<file path="src/rtl/mnist_pkg.sv">
// mnist_pkg: constants and types shared by the classifier result path.
//   NUM_CLASSES / LANE_W / IDX_W : score vector geometry (10 lanes x 8-bit signed)
//   state_t                      : argmax scan FSM encoding
//   score_vec_t / best_t         : captured score vector and running best entry
//   beats()                      : signed "strictly greater" test used by the scan
package mnist_pkg;

  localparam int NUM_CLASSES = 10;
  localparam int LANE_W      = 8;
  localparam int IDX_W       = 4;
  localparam int VEC_W       = NUM_CLASSES * LANE_W;

  typedef enum logic [1:0] {
    ST_IDLE = 2'd0,
    ST_SCAN = 2'd1,
    ST_DONE = 2'd2
  } state_t;

  typedef logic [NUM_CLASSES-1:0][LANE_W-1:0] score_vec_t;

  typedef struct packed {
    logic [IDX_W-1:0]         idx;
    logic signed [LANE_W-1:0] val;
  } best_t;

  // Strictly greater only: an equal score never displaces the earlier
  // (lower-index) winner.
  function automatic logic beats(input logic signed [LANE_W-1:0] cand,
                                 input logic signed [LANE_W-1:0] cur);
    return cand > cur;
  endfunction

endpackage

</file>
<file path="src/rtl/led_hold_timer.sv">
// led_hold_timer: stretches a "result matched" event into a fixed-length LED
// on-time.
//   clk, rst_n : clock, asynchronous active-low reset
//   trigger    : one-cycle pulse, a new result is being presented
//   match      : qualifies trigger; the result is the expected class
//   led        : high for HOLD_CYCLES cycles starting the cycle after a
//                matching trigger; a matching trigger restarts the count,
//                a non-matching trigger turns the LED off at once
module led_hold_timer #(
  parameter int HOLD_CYCLES = 50_000_000
) (
  input  logic clk,
  input  logic rst_n,
  input  logic trigger,
  input  logic match,
  output logic led
);

  localparam int CNT_W = (HOLD_CYCLES > 1) ? $clog2(HOLD_CYCLES) : 1;
  localparam logic [CNT_W-1:0] LOAD = CNT_W'(HOLD_CYCLES - 1);

  // cnt holds the number of on-cycles still to go after the current one.
  logic [CNT_W-1:0] cnt;

  always_ff @(posedge clk or negedge rst_n) begin
    if (!rst_n) begin
      cnt <= '0;
      led <= 1'b0;
    end else if (trigger) begin
      cnt <= match ? LOAD : '0;
      led <= match;
    end else if (led) begin
      if (cnt == '0) led <= 1'b0;
      else           cnt <= cnt - 1'b1;
    end
  end

endmodule

</file>
<file path="src/rtl/result_argmax.sv">
// result_argmax: picks the winning class out of a 10-lane signed score vector.
// A frame's end beat (din_vld & din_end) is captured while idle, then scanned
// one lane per cycle; the winner is presented with a one-cycle result_vld ten
// cycles after capture. End beats arriving mid-scan are dropped and flagged.
//
// Ports:
//   clk, rst_n  : clock, asynchronous active-low reset
//   din_vld     : score beat valid
//   din_end     : last beat of frame (only end beats are captured)
//   din         : ten signed 8-bit scores, lane i = din[8i+7:8i]
//   busy        : high while a captured vector is scanned (SCAN and DONE)
//   result_vld  : one-cycle result pulse
//   result_idx  : winning index 0..9, held until the next result
//   result_max  : winning signed score, held until the next result
//   ovf         : sticky, an end beat was dropped while busy
//   led         : match indicator
//
// Build option: define ARGMAX_LED_HOLD_EN to drive led from a hold timer
// (HOLD_CYCLES on-time after a result whose index equals EXPECTED_IDX).
// Without it led is tied low and no timer exists.
module result_argmax
  import mnist_pkg::*;
#(
  parameter int               HOLD_CYCLES  = 50_000_000,
  parameter logic [IDX_W-1:0] EXPECTED_IDX = 4'd7
) (
  input  logic              clk,
  input  logic              rst_n,
  input  logic              din_vld,
  input  logic              din_end,
  input  logic [VEC_W-1:0]  din,
  output logic              busy,
  output logic              result_vld,
  output logic [IDX_W-1:0]  result_idx,
  output logic [LANE_W-1:0] result_max,
  output logic              ovf,
  output logic              led
);

  localparam logic [IDX_W-1:0] LAST_LANE = IDX_W'(NUM_CLASSES - 1);

  state_t           state;
  score_vec_t       vec;
  best_t            best;
  best_t            nxt_best;
  logic [IDX_W-1:0] lane_cnt;
  logic             end_beat;
  logic             lane_wins;

  assign end_beat = din_vld & din_end;

  // Candidate lane for this SCAN cycle against the running best.
  assign lane_wins = beats(vec[lane_cnt], best.val);

  always_comb begin
    nxt_best = best;
    if (lane_wins) begin
      nxt_best.idx = lane_cnt;
      nxt_best.val = vec[lane_cnt];
    end
  end

  always_ff @(posedge clk or negedge rst_n) begin
    if (!rst_n) begin
      state      <= ST_IDLE;
      vec        <= '0;
      best       <= '0;
      lane_cnt   <= '0;
      busy       <= 1'b0;
      result_vld <= 1'b0;
      result_idx <= '0;
      result_max <= '0;
    end else begin
      case (state)
        ST_IDLE: begin
          result_vld <= 1'b0;
          if (end_beat) begin
            // Lane 0 seeds the best so the scan only has lanes 1..9 left.
            vec      <= din;
            best.idx <= '0;
            best.val <= din[LANE_W-1:0];
            lane_cnt <= IDX_W'(1);
            busy     <= 1'b1;
            state    <= ST_SCAN;
          end
        end
        ST_SCAN: begin
          best <= nxt_best;
          if (lane_cnt == LAST_LANE) begin
            // Publish straight from the final compare so result_vld lands
            // in the single DONE cycle.
            result_vld <= 1'b1;
            result_idx <= nxt_best.idx;
            result_max <= nxt_best.val;
            lane_cnt   <= '0;
            state      <= ST_DONE;
          end else begin
            lane_cnt <= lane_cnt + 1'b1;
          end
        end
        ST_DONE: begin
          result_vld <= 1'b0;
          busy       <= 1'b0;
          state      <= ST_IDLE;
        end
        default: begin
          result_vld <= 1'b0;
          busy       <= 1'b0;
          lane_cnt   <= '0;
          state      <= ST_IDLE;
        end
      endcase
    end
  end

  // busy mirrors SCAN|DONE, so any end beat seen while it is high is lost.
  always_ff @(posedge clk or negedge rst_n) begin
    if (!rst_n)                ovf <= 1'b0;
    else if (busy && end_beat) ovf <= 1'b1;
  end

`ifdef ARGMAX_LED_HOLD_EN
  logic idx_match;
  assign idx_match = (result_idx == EXPECTED_IDX);

  led_hold_timer #(
    .HOLD_CYCLES (HOLD_CYCLES)
  ) u_led_hold (
    .clk     (clk),
    .rst_n   (rst_n),
    .trigger (result_vld),
    .match   (idx_match),
    .led     (led)
  );
`else
  assign led = 1'b0;
`endif

endmodule

</file>
<file path="config.mk">
export PLATFORM = sky130hd
export DESIGN_NAME = result_argmax
export DESIGN_NICKNAME = d
export VERILOG_FILES = /design/src/rtl/mnist_pkg.sv /design/src/rtl/led_hold_timer.sv /design/src/rtl/result_argmax.sv
export SDC_FILE = /design/constraint.sdc
export NUM_CORES = 1
export LEC_CHECK = 0
export BUFFER_PORTS_ARGS = -buffer_cell sky130_fd_sc_hd__buf_2
export CORE_ASPECT_RATIO = 1.5
export CORE_MARGIN = 4
export CORE_UTILIZATION = 36
export CTS_CLUSTER_SIZE = 20
export DETAILED_ROUTE_END_ITERATION = 12
export PLACE_DENSITY_LB_ADDON = 0.2
export SKIP_LAST_GASP = 1
export SYNTH_ARGS = -nofsm -noshare
export SYNTH_HDL_FRONTEND = slang
export SYNTH_SLANG_ARGS = --single-unit
</file>
<file path="constraint.sdc">
create_clock -name clk -period 7.01 [get_ports clk]
set_input_delay 2.103 -clock clk [delete_from_list [all_inputs] [get_ports clk]]
set_output_delay 2.103 -clock clk [all_outputs]
set_load 0.03 [all_outputs]
</file>
==> impl_metrics.ini <==
[synthesis]
ys.warnings.count = 0
ys_seq_area_frac = 0.520
syn_avg_cell_area_um2 = 9.58
synthCells = 568
synth_nets = 662
syn-cell-area_um2 = 5440
ys_ff_latch = 113
synth_cell_types = 49

[die]
coreArea_um2 = 14700
rows = 54
die_h_um = 159
dieArea_um2 = 17200
ioPinCount = 100
start_util = 0.371
die_w_um = 108

[global_routing]
grt_overflow = 0
grt_usage = 0.180
grt_max_degree = 89
antenna_found_initial = 0
grt_first_pass_wirelength_mm = 23.3
grt_pass1_vias = 4398

[setup_path]
path_cells = buf_4 -> mux4_2 -> o22ai_1 -> o32ai_2 -> ha_1 -> nand4_1 -> o221ai_2 -> nand2_1 -> a32o_1
r2r_start = lane_cnt[0]
cp.required_ns = 7.30
critPathKind = reg2reg
cp_max_fo = 27
end_kind = flop
rrSetupSlack_ns = 3.07
cp_slowest_stage_delay_ns = 0.82
startpoint_type = flop
cp.arrival_ns = 4.23
r2r_cells = 9
reg2reg_to = best[11]
cpLargestDelayFamily = compound AO/OA/AOI/OAI gates
worst-path-buf-inv = 1
critPathSlowestCell = dfrtp_2

[timing]
worst_pin_slew_ns = 0.887
relSlewSlack = 0.408
post-route-min-period_ns = 3.94
hold_viol = 0
fin_skew_ns = 0.0120
finalSetupViolations = 0
final.setup.tns_ns = 0
grt_setup_unrepaired = false
finalCritPeriodShare = 0.562
finalMaxSlewViolations = 0
hold_ws_ns = 0.468
fmax_mhz = 254

[clocking]
path_clk_slew_ns = 0.05
clockRootBuffer = clkbuf_16
h-tree-depth = 4
clock_latency_ns = 0.41
holdBufCountCts = 0
ctsLongestPathBuffers = 2
cts_buffers = 17
cts_tree = done
cts_setup_buffers = 0
ctsResizeCount = 0
clkSinkCount = 113

[power]
p_sw_frac = 0.410
ir_worst_vdd_v = 0.000215
p_int_uw = 2210
power_leakage_uw = 0.00330
p_seq_frac = 0.330
clkPwrFrac = 0.237
share_comb_of_total_power = 0.432
p_switching_uw = 1530
p_per_area_nw_per_um2 = 562

[drt]
drt-total-wl_mm = 14.7
dr.pass1.iters = 4
first_iter_violations = 203
postRouteAntennaNets = 0
drc_errors = 0
vias = 4267
wire_per_inst_um = 17.1
viasPerCell = 4.94

[layout]
area_growth_pct = 22.2
fin_cells = 863
antenna-diode-count = 0
fillers = 1483
final_common_cell = nand2_1
drive_gt1_frac = 0.247
fin_nets = 748
layout_common_cells = nand2_1 (235), dfrtp_1 (112), buf_2 (97)

[placed_design]
place_inst = 831
place_congestion = 0.893
dp_hpwl_mm = 10.9
io_buffers = 98

[worst_hold_path]
worst_hold_path.num_cells = 2
hold_path.class = reg2reg
hp-start = vec[34]
min_to = vec[34]

[flow_run]
maxCapViolations = 0

[run_status]
status = finished, final reports clean
[routing by layer]
layer  global-route usage  up-vias  routed length [um]  share of wire
met1                0.216     2040                6040           0.41
met2                0.310      103                7720           0.52
met3               0.0325       21                 508          0.034
li1                     -     2103                   -              -
met5                    0        -                   0              0
met4               0.0890        0                 463          0.031
[tightest hold or removal path, cell delays in order (launching register included)]
cell and delay, ns:
dfrtp_1 0.33, nand2_1 0.05, nand2_1 0.06
[synthesized netlist by cell type, drive strengths merged]
master	count	share of area
a211o	1	0.0016
a211oi	9	0.012
a21boi	1	0.0014
a21oi	10	0.0092
a22oi	8	0.011
a31oi	2	0.0023
a32o	4	0.0074
and3b	1	0.0016
and4	1	0.0016
buf	17	0.022
clkbuf	19	0.013
conb	1	0.00069
dfrtp	113	0.52
ha	10	0.023
inv	12	0.0083
mux2	16	0.033
mux2i	8	0.015
mux4	8	0.036
nand2	235	0.16
nand2b	2	0.0023
nand3	5	0.0046
nand3b	2	0.0028
nand4	3	0.0034
nor2	9	0.0062
nor2b	10	0.011
nor3	9	0.0092
o211ai	2	0.0028
o21a	1	0.0014
o21ai	10	0.0092
o21bai	1	0.0014
o221a	1	0.0021
o221ai	1	0.0028
o22ai	8	0.0092
o31ai	17	0.023
o32a	1	0.0018
o32ai	7	0.021
or2	1	0.0012
or3	1	0.0012
xor2	1	0.0016
[final cells by class]
type / count / area, um^2 / area share
clock inverters: 13 / 160 / 0.0241
repair buffers: 103 / 531 / 0.0798
inverters: 12 / 45.0 / 0.00678
well taps: 196 / 245 / 0.0369
flip-flops and latches: 113 / 2830 / 0.426
multi-input cells: 407 / 2380 / 0.359
clock buffers: 19 / 453 / 0.0681
[cells by family (layout without fill, tap and decap cells)]
logic type / count (synthesis) / in the layout / synth area share
muxes: 32 / 32 / 0.0837
other: 1 / 1 / 0.000689
AOI/OAI and AO/OA: 84 / 84 / 0.120
adders and majority gates: 10 / 10 / 0.0230
DFF: 113 / 113 / 0.520
and+or+nand+nor: 279 / 279 / 0.208
buffers and inverters: 48 / 147 / 0.0435
xor gates and xnor gates: 1 / 1 / 0.00161
[power groups by stage]
stage	sequential [uW]	clock (uW)	combinational (uW)
6_report	1240	888	1620
5_1_grt	1280	936	1810
4_1_cts	1240	907	1630
3_5_place_dp	1250	0	1620
3_3_place_gp	1240	0	1590
2_1_floorplan	1190	0	1220
[worst max path at each step]
stage                     endpoint  cells past startpoint         from  slack [ns]
after global routing       best[9]                      9  lane_cnt[0]        2.80
after global placement    best[10]                      9  lane_cnt[0]        3.18
after floorplan            vec[64]                      6      din_vld        3.73
after CTS                 best[11]                      9  lane_cnt[0]        3.06
final                     best[11]                      9  lane_cnt[0]        3.07
after detailed placement  best[11]                      9  lane_cnt[0]        3.05
[stage by stage]
stage               setup WS (ns)  power [uW]  area [um^2]   util
floorplan                    3.73        2410         5440      -
global placement             3.18        2830         6030  0.412
detailed placement           3.05        2870         6030  0.412
CTS                          3.06        3780         6650  0.453
global route                 2.80        4020         6650  0.453
finish                       3.07        3740         6650  0.453
[flip-flops by register name (all words and copies together), names as in the netlist]
| name | count |
|---|---|
| state | 2 |
| best | 12 |
| result_idx | 4 |
| vec | 80 |
| ovf | 1 |
| lane_cnt | 4 |
| result_max | 8 |
| busy | 1 |
| result_vld | 1 |
(Power assumes the default switching activity.)
